**src/rtl/bounce_gen_if.sv**
```systemverilog
// Command handshake between a level-command source and the bounce emulator.
interface bounce_gen_if;
    logic cmd_valid;
    logic cmd_level;
    logic cmd_ready;

    modport master (output cmd_valid, output cmd_level, input cmd_ready);
    modport slave  (input cmd_valid, input cmd_level, output cmd_ready);
endinterface

```
**src/rtl/bounce_gen.sv**
```systemverilog
// Contact-bounce emulator: takes clean level commands and drives a noisy output
// that chatters from an LFSR for a bounce window, then holds the new level.
//
// state  | meaning
// IDLE   | output steady, ready for a command
// BOUNCE | output chattering toward the target level
// SETTLE | output held at target until the hold time expires
module bounce_gen #(
    parameter int          BOUNCE_CYC = 64,
    parameter int          HOLD_CYC   = 32,
    parameter logic [15:0] SEED       = 16'hACE1,
    parameter logic        INIT_LEVEL = 1'b0
) (
    input  logic         clk,
    input  logic         rst_n,
    bounce_gen_if.slave  cmd,
    output logic         noisy_out,
    output logic         busy,
    output logic         settled
);

    localparam int MAX_CYC = (BOUNCE_CYC > HOLD_CYC) ? BOUNCE_CYC : HOLD_CYC;
    localparam int CW      = $clog2(MAX_CYC + 1);
    localparam logic [CW-1:0] BOUNCE_LOAD = CW'(BOUNCE_CYC - 1);
    localparam logic [CW-1:0] HOLD_LOAD   = CW'(HOLD_CYC - 1);
    localparam logic [15:0]   LFSR_MASK   = 16'hB400;

    typedef enum logic [1:0] {
        IDLE,
        BOUNCE,
        SETTLE
    } state_t;

    state_t        state, state_n;
    logic [CW-1:0] counter, counter_n;
    logic [15:0]   lfsr, lfsr_n;
    logic          target, target_n;
    logic          noisy_n;
    logic          settled_n;

    always_ff @(posedge clk or negedge rst_n) begin
        if (!rst_n) begin
            state     <= IDLE;
            counter   <= '0;
            lfsr      <= SEED;
            target    <= INIT_LEVEL;
            noisy_out <= INIT_LEVEL;
            settled   <= 1'b0;
        end else begin
            state     <= state_n;
            counter   <= counter_n;
            lfsr      <= lfsr_n;
            target    <= target_n;
            noisy_out <= noisy_n;
            settled   <= settled_n;
        end
    end

    always_comb begin
        state_n   = state;
        counter_n = counter;
        lfsr_n    = lfsr;
        target_n  = target;
        noisy_n   = noisy_out;
        settled_n = 1'b0;
        case (state)
            IDLE: begin
                if (cmd.cmd_valid) begin
                    // A command for the level already present completes at once.
                    if (cmd.cmd_level == noisy_out) begin
                        settled_n = 1'b1;
                    end else begin
                        state_n   = BOUNCE;
                        target_n  = cmd.cmd_level;
                        noisy_n   = cmd.cmd_level;
                        counter_n = BOUNCE_LOAD;
                    end
                end
            end
            BOUNCE: begin
                if (counter != '0) begin
                    noisy_n   = noisy_out ^ lfsr[0];
                    counter_n = counter - 1'b1;
                    lfsr_n    = (lfsr >> 1) ^ (lfsr[0] ? LFSR_MASK : 16'h0000);
                end else begin
                    state_n   = SETTLE;
                    noisy_n   = target;
                    counter_n = HOLD_LOAD;
                end
            end
            SETTLE: begin
                noisy_n = target;
                if (counter != '0) begin
                    counter_n = counter - 1'b1;
                end else begin
                    state_n   = IDLE;
                    settled_n = 1'b1;
                end
            end
            default: begin
                state_n = IDLE;
            end
        endcase
    end

    assign cmd.cmd_ready = (state == IDLE);
    assign busy          = (state != IDLE);

endmodule

```
**src/flat_wrapper.sv**
```systemverilog
// flat-port wrapper written by rule: the top's interface ports become plain ports
module bounce_gen_flat 
#(
    parameter int          BOUNCE_CYC = 64,
    parameter int          HOLD_CYC   = 32,
    parameter logic [15:0] SEED       = 16'hACE1,
    parameter logic        INIT_LEVEL = 1'b0
)
  (clk, rst_n, noisy_out, busy, settled, cmd_cmd_valid, cmd_cmd_level, cmd_cmd_ready);
  bounce_gen_if cmd_i ();
  input  logic clk;
  input  logic rst_n;
  output logic noisy_out;
  output logic busy;
  output logic settled;
  input wire logic [$bits(cmd_i.cmd_valid)-1:0] cmd_cmd_valid;
  input wire logic [$bits(cmd_i.cmd_level)-1:0] cmd_cmd_level;
  output wire logic [$bits(cmd_i.cmd_ready)-1:0] cmd_cmd_ready;
  assign cmd_i.cmd_valid = cmd_cmd_valid;
  assign cmd_i.cmd_level = cmd_cmd_level;
  assign cmd_cmd_ready = cmd_i.cmd_ready;
  bounce_gen #(.BOUNCE_CYC(BOUNCE_CYC), .HOLD_CYC(HOLD_CYC), .SEED(SEED), .INIT_LEVEL(INIT_LEVEL)) u_core (.clk(clk), .rst_n(rst_n), .cmd(cmd_i), .noisy_out(noisy_out), .busy(busy), .settled(settled));
endmodule
```
**config.mk**
```make
export PLATFORM = sky130hd
export DESIGN_NAME = bounce_gen_flat
export DESIGN_NICKNAME = d
export VERILOG_FILES = /design/src/rtl/bounce_gen_if.sv /design/src/rtl/bounce_gen.sv /design/src/flat_wrapper.sv
export SDC_FILE = /design/constraint.sdc
export NUM_CORES = 1
export LEC_CHECK = 0
export CORE_MARGIN = 2
export CORE_UTILIZATION = 55
export DETAILED_ROUTE_END_ITERATION = 7
export PLACE_DENSITY = 0.74
export SYNTH_ARGS = -nofsm -noshare
export SYNTH_HDL_FRONTEND = slang
export SYNTH_SLANG_ARGS = --single-unit
```
**constraint.sdc**
```tcl
create_clock -name clk -period 2.5 [get_ports clk]
set_input_delay 0.25 -clock clk [delete_from_list [all_inputs] [get_ports clk]]
set_output_delay 0.25 -clock clk [all_outputs]
set_load 0.01 [all_outputs]
```
# == Word-level counts from Yosys, hierarchy flattened ==
# Cells that the tools add are included.
# word_totals
input_bits,4
ff_bits,28
wordCells,46
# classes
bitwise,3
mux,19
addsub,1
n_reduce_logical,9
n_eq_ne,8
# ops
operator,n
7-bit 2-to-1 mux,4
7-bit one-hot mux with 3 select lines,1
16-bit 2-to-1 mux,1
15-bit by 16-bit bitwise XOR with 16-bit output,1
2-bit 2-to-1 mux,4
2-bit inequality test (second input constant),4
4-bit AND reduction,2
7-bit nonzero test,1
7-bit by 1-bit subtractor with 7-bit output (second input constant),1
1-bit 2-to-1 mux,6
2-bit one-hot mux with 3 select lines,1
3-bit AND reduction,2
1-bit one-hot mux with 3 select lines,1
3-bit nonzero test,1
2-bit by 1-bit equality test with 1-bit output (second input constant),1
2-bit equality test (second input constant),1
2-bit zero test,1
2-bit by 1-bit inequality test with 1-bit output (second input constant),1
1-bit one-hot mux with 2 select lines,1
2-bit AND reduction,1
2-bit nonzero test,1
1-bit equality test,1
1-bit inverter,1
1-bit bitwise XOR,1

# == Logic depth before layout (Yosys ltp) ==
# logic_depth
ltp_word,4
depth_mapped,8
mapped_depth_nobuf,6

# == Least setup slack after synthesis ==
# OpenSTA, ideal clock, no wires.
# synth_timing
kind,reg2reg
from,register u_core.counter[0]
to,register u_core.lfsr[1]
setup_slack_ns,0.550
stages_incl_launch_ff,8
required_ns,2.375
setup_ns,0.125
arrival_ns,1.825
path_cell_list,dfrtp_1 inv_1 ha_1 or3b_1 buf_2 o21ai_4 buf_8 mux2_4
# synth_via
elab_chain_cells,2
# synth_lines
element,line_no,rtl
from (decl),bounce_gen.sv:35,"logic [CW-1:0] counter, counter_n;"
from (signal assigned),bounce_gen.sv:51,counter <= counter_n;
7-bit nonzero test,bounce_gen.sv:81,if (counter != '0) begin
2-bit AND reduction (no line),-,
to (signal assigned),bounce_gen.sv:52,lfsr <= lfsr_n;
to (decl),bounce_gen.sv:36,"logic [15:0] lfsr, lfsr_n;"
# Every way passes these cells.
# A chain may end at the register's enable or synchronous reset.

# == Worst setup path in the final report ==
# layout_timing
from,register u_core.counter[0]
to,register u_core.lfsr[8]
# The elaborated chain is that of the path after synthesis.

==> results.md <==
- Status: completed
- IO buf count: 7
- Root buf cell: clkbuf_4
- Sequential cell area: 711 um2
- Post-DP HPWL: 1760 um
- RSZ-0062 raised after global routing: false
- Antenna Cells: 0
- First-pass GRT wire length: 4550 um
- Share of post-route cells with drive strength above 1: 0.234
- Critical path class: flop to flop
- Mapped Avg Cell Area: 11.4 um2
- Worst vdd ir: 0.629 mV
- Antenna violations before repair: 0
- CP arrival: 2.38 ns
- Syn Nets: 141
- Die height: 56.0 um
- CP required: 2.74 ns
- Area of the multi-input gates: 714 um2
- Synth Area in Simple Gates: 0.0959
- Crit end category: flop
- Setup TNS Final: 0 ns
- GR peak layer: met2
- Setup ws final: 0.355 ns
- Synth Area in Compound Gates: 0.182
- Die width: 56.0 um
- Power, Total: 0.00154 W
- Largest family of logic cells by synthesized area: compound AO/OA/AOI/OAI gates
- Post-Route WL: 2470 um
- Synth unique cells: 42
- Clock sink count: 28
- Nets: 152
- Share of the synthesized area in the top cell type: 0.336
- H-tree levels: 1
- Final Cycle Share: 0.858
- Normalized max-slew margin: 0.627
- Post-synthesis adder-cell area fraction: 0.0505
- Worst Hold Class: primary input to async pin
- Fillers: 193
- Vias in the first global route: 1008
- Row Count: 18
- Mapped cell area: 1490 um2
- Worst-path clk slew: 0.15 ns
- Die area: 3140 um2
- GR Util met2: 0.271
- PwrDens: 936 nW/um2
- Met3 usage: 0.0326
- Core ar.: 2520 um2
- Slew Limit Fails: 0
- Endpoints failing hold: 0
- XOR/XNOR share of the synthesized area: 0.0294
- IO Pins: 8
- Sequential share of the synthesized area: 0.478
- Setup Buffers After CTS: 0
- Leakage: 0.714 nW
- Via count: 1006
- Layout Area Growth over Synthesis: 10.6%
- Most common cell after layout, fill and taps aside: dfrtp_1
- Clk_lat worst skew: 0.33 ns
- RePlAce Congestion: 0.815
- Max-Cap Viols: 0
- Largest area contributor in the netlist: dfrtp_1
- Worst Skew: 0.00226 ns
- CTS tree: done
- Vias per cell: 5.88
- Initial Utilization: 0.590
- CP Max Fanout: 19
- Clk buf depth: 2
- Mux contribution to synthesized area: 0.123
- Post-CTS sizing: 0
- DRT iter0 DRCs: 20
- GRT Total Usage: 0.179
- Largest net degree at the start of global routing: 29
- Final core occ: 0.652
- Num CTS Buffers: 3
- Drt pass-1 iters: 4
- Setup Viol. Count Final: 0
- Syn Inst Count: 131
- Slew @ Worst Pin: 0.557 ns
- CP Launch Type: flop
- Commonest cells after routing, fill and taps aside: 20 x dfrtp_1, 10 x mux2_2, 9 x a21oi_1
- Pre-CTS WS: 0.372 ns
- Drt drc: 0
- Met1 Use GR: 0.256
- Leading post-synthesis cells by cell area: dfrtp_1 34%, dfstp_2 14%, mux2_2 7.6%, ha_1 5.0%, mux2_4 4.0%
- Tmin final: 2.14 ns
- Yosys warns: 0
- Yosys reg bits: 28
- GRT Residual Overflow: 0
- Post-route ant nets: 0
- Drt wl/cell: 14.4 um
- Fmax: 0.466 GHz
- Post-CTS Hold Buffers: 0
[cells by family after synthesis]
family,count (synthesis)
adder cells (fa/ha/maj),6
AO/OA/AOI/OAI,37
multiplexers,15
flip-flops,28
AND/OR/NAND/NOR,27
XOR/XNOR,5
buffers and inverters,13
[area by class of cell]
type | instances | area share
Clock inverter | 1 | 0.0183
Sequential cell | 28 | 0.432
Multi-Input combinational cell | 90 | 0.434
Tap cell | 30 | 0.0228
Clock buffer | 3 | 0.0137
Inverter | 8 | 0.0183
Timing Repair Buffer | 11 | 0.0608
[registers in the layout, indices dropped and copies added (netlist names)]
name	flops
u_core.lfsr	16
u_core.counter	7
u_core.state	2
u_core.noisy_out	1
u_core.settled	1
u_core.target	1
[critical path: stages (launching register included)]
cell     delay (ns)
dfrtp_1        0.44
inv_1          0.09
ha_1           0.18
or3b_1         0.45
o21ai_4        0.49
mux2_2         0.40
[layer usage]
layer  vias to the layer above  part of all wire
li1                        499                 -
met3                         5             0.037
met5                         -                 0
met1                       485              0.49
met4                         0             0.017
met2                        17              0.45
[report_power, final]
part	internal, W	switching [W]	leakage (nW)
Clock	0.000162	0.000134	0.0279
Sequential	0.000527	0.0000784	0.334
Combinational	0.000304	0.000335	0.352
[final timing paths]
| path | start | to | slack (ns) | cells after the start |
|---|---|---|---|---|
| worst min-delay path | rst_n | u_core.state[1]$_DFFE_PN0P_ | 0.27 | 2 |
| max in group asynchronous | rst_n | u_core.lfsr[5]$_DFFE_PN1P_ | 1.93 | 2 |
| worst max register to register | u_core.counter[0]$_DFFE_PN0P_ | u_core.lfsr[8]$_DFFE_PN0P_ | 0.36 | 5 |
| min in group clk | u_core.lfsr[13]$_DFFE_PN1P_ | u_core.lfsr[13]$_DFFE_PN1P_ | 0.51 | 2 |
| worst max-delay path | u_core.counter[0]$_DFFE_PN0P_ | u_core.lfsr[8]$_DFFE_PN0P_ | 0.36 | 5 |
| worst min register to register | u_core.lfsr[13]$_DFFE_PN1P_ | u_core.lfsr[13]$_DFFE_PN1P_ | 0.51 | 2 |
[synth_stat cells]
master and number:
xor2_1 1, nand3b_1 1, mux2_4 4, nor2b_1 1, o211ai_1 2, a21oi_1 9, o311a_1 1, buf_2 2
or3b_1 1, o22a_1 4, clkbuf_1 1, nor3b_1 2, o21ai_4 1, o31ai_1 1, o21ai_0 5, mux2i_1 1
mux2_2 10, a41oi_1 1, a2bb2oi_1 1, or2_2 1, dfstp_2 8, and2_1 1, ha_1 6, o311ai_0 2
a211oi_1 1, o21a_1 1, or3_1 2, xnor2_1 4, a31oi_1 3, o32ai_1 1, inv_1 8, a22o_1 1
nand2_1 6, buf_1 1, a21o_1 2, dfrtp_1 20, nand3_1 2, and2b_1 1, o2bb2ai_2 1, buf_8 1
nor2_1 4, nor3_1 5
[through the flow]
stage	hold WS, ns	area, um2	std cells
6_report	0.267	1650	171
5_1_grt	0.298	1650	171
4_1_cts	0.261	1650	171
3_5_place_dp	0.483	1590	167
3_3_place_gp	0.470	1590	167
2_1_floorplan	-0.0456	1490	131
(Power assumes the default switching activity.)
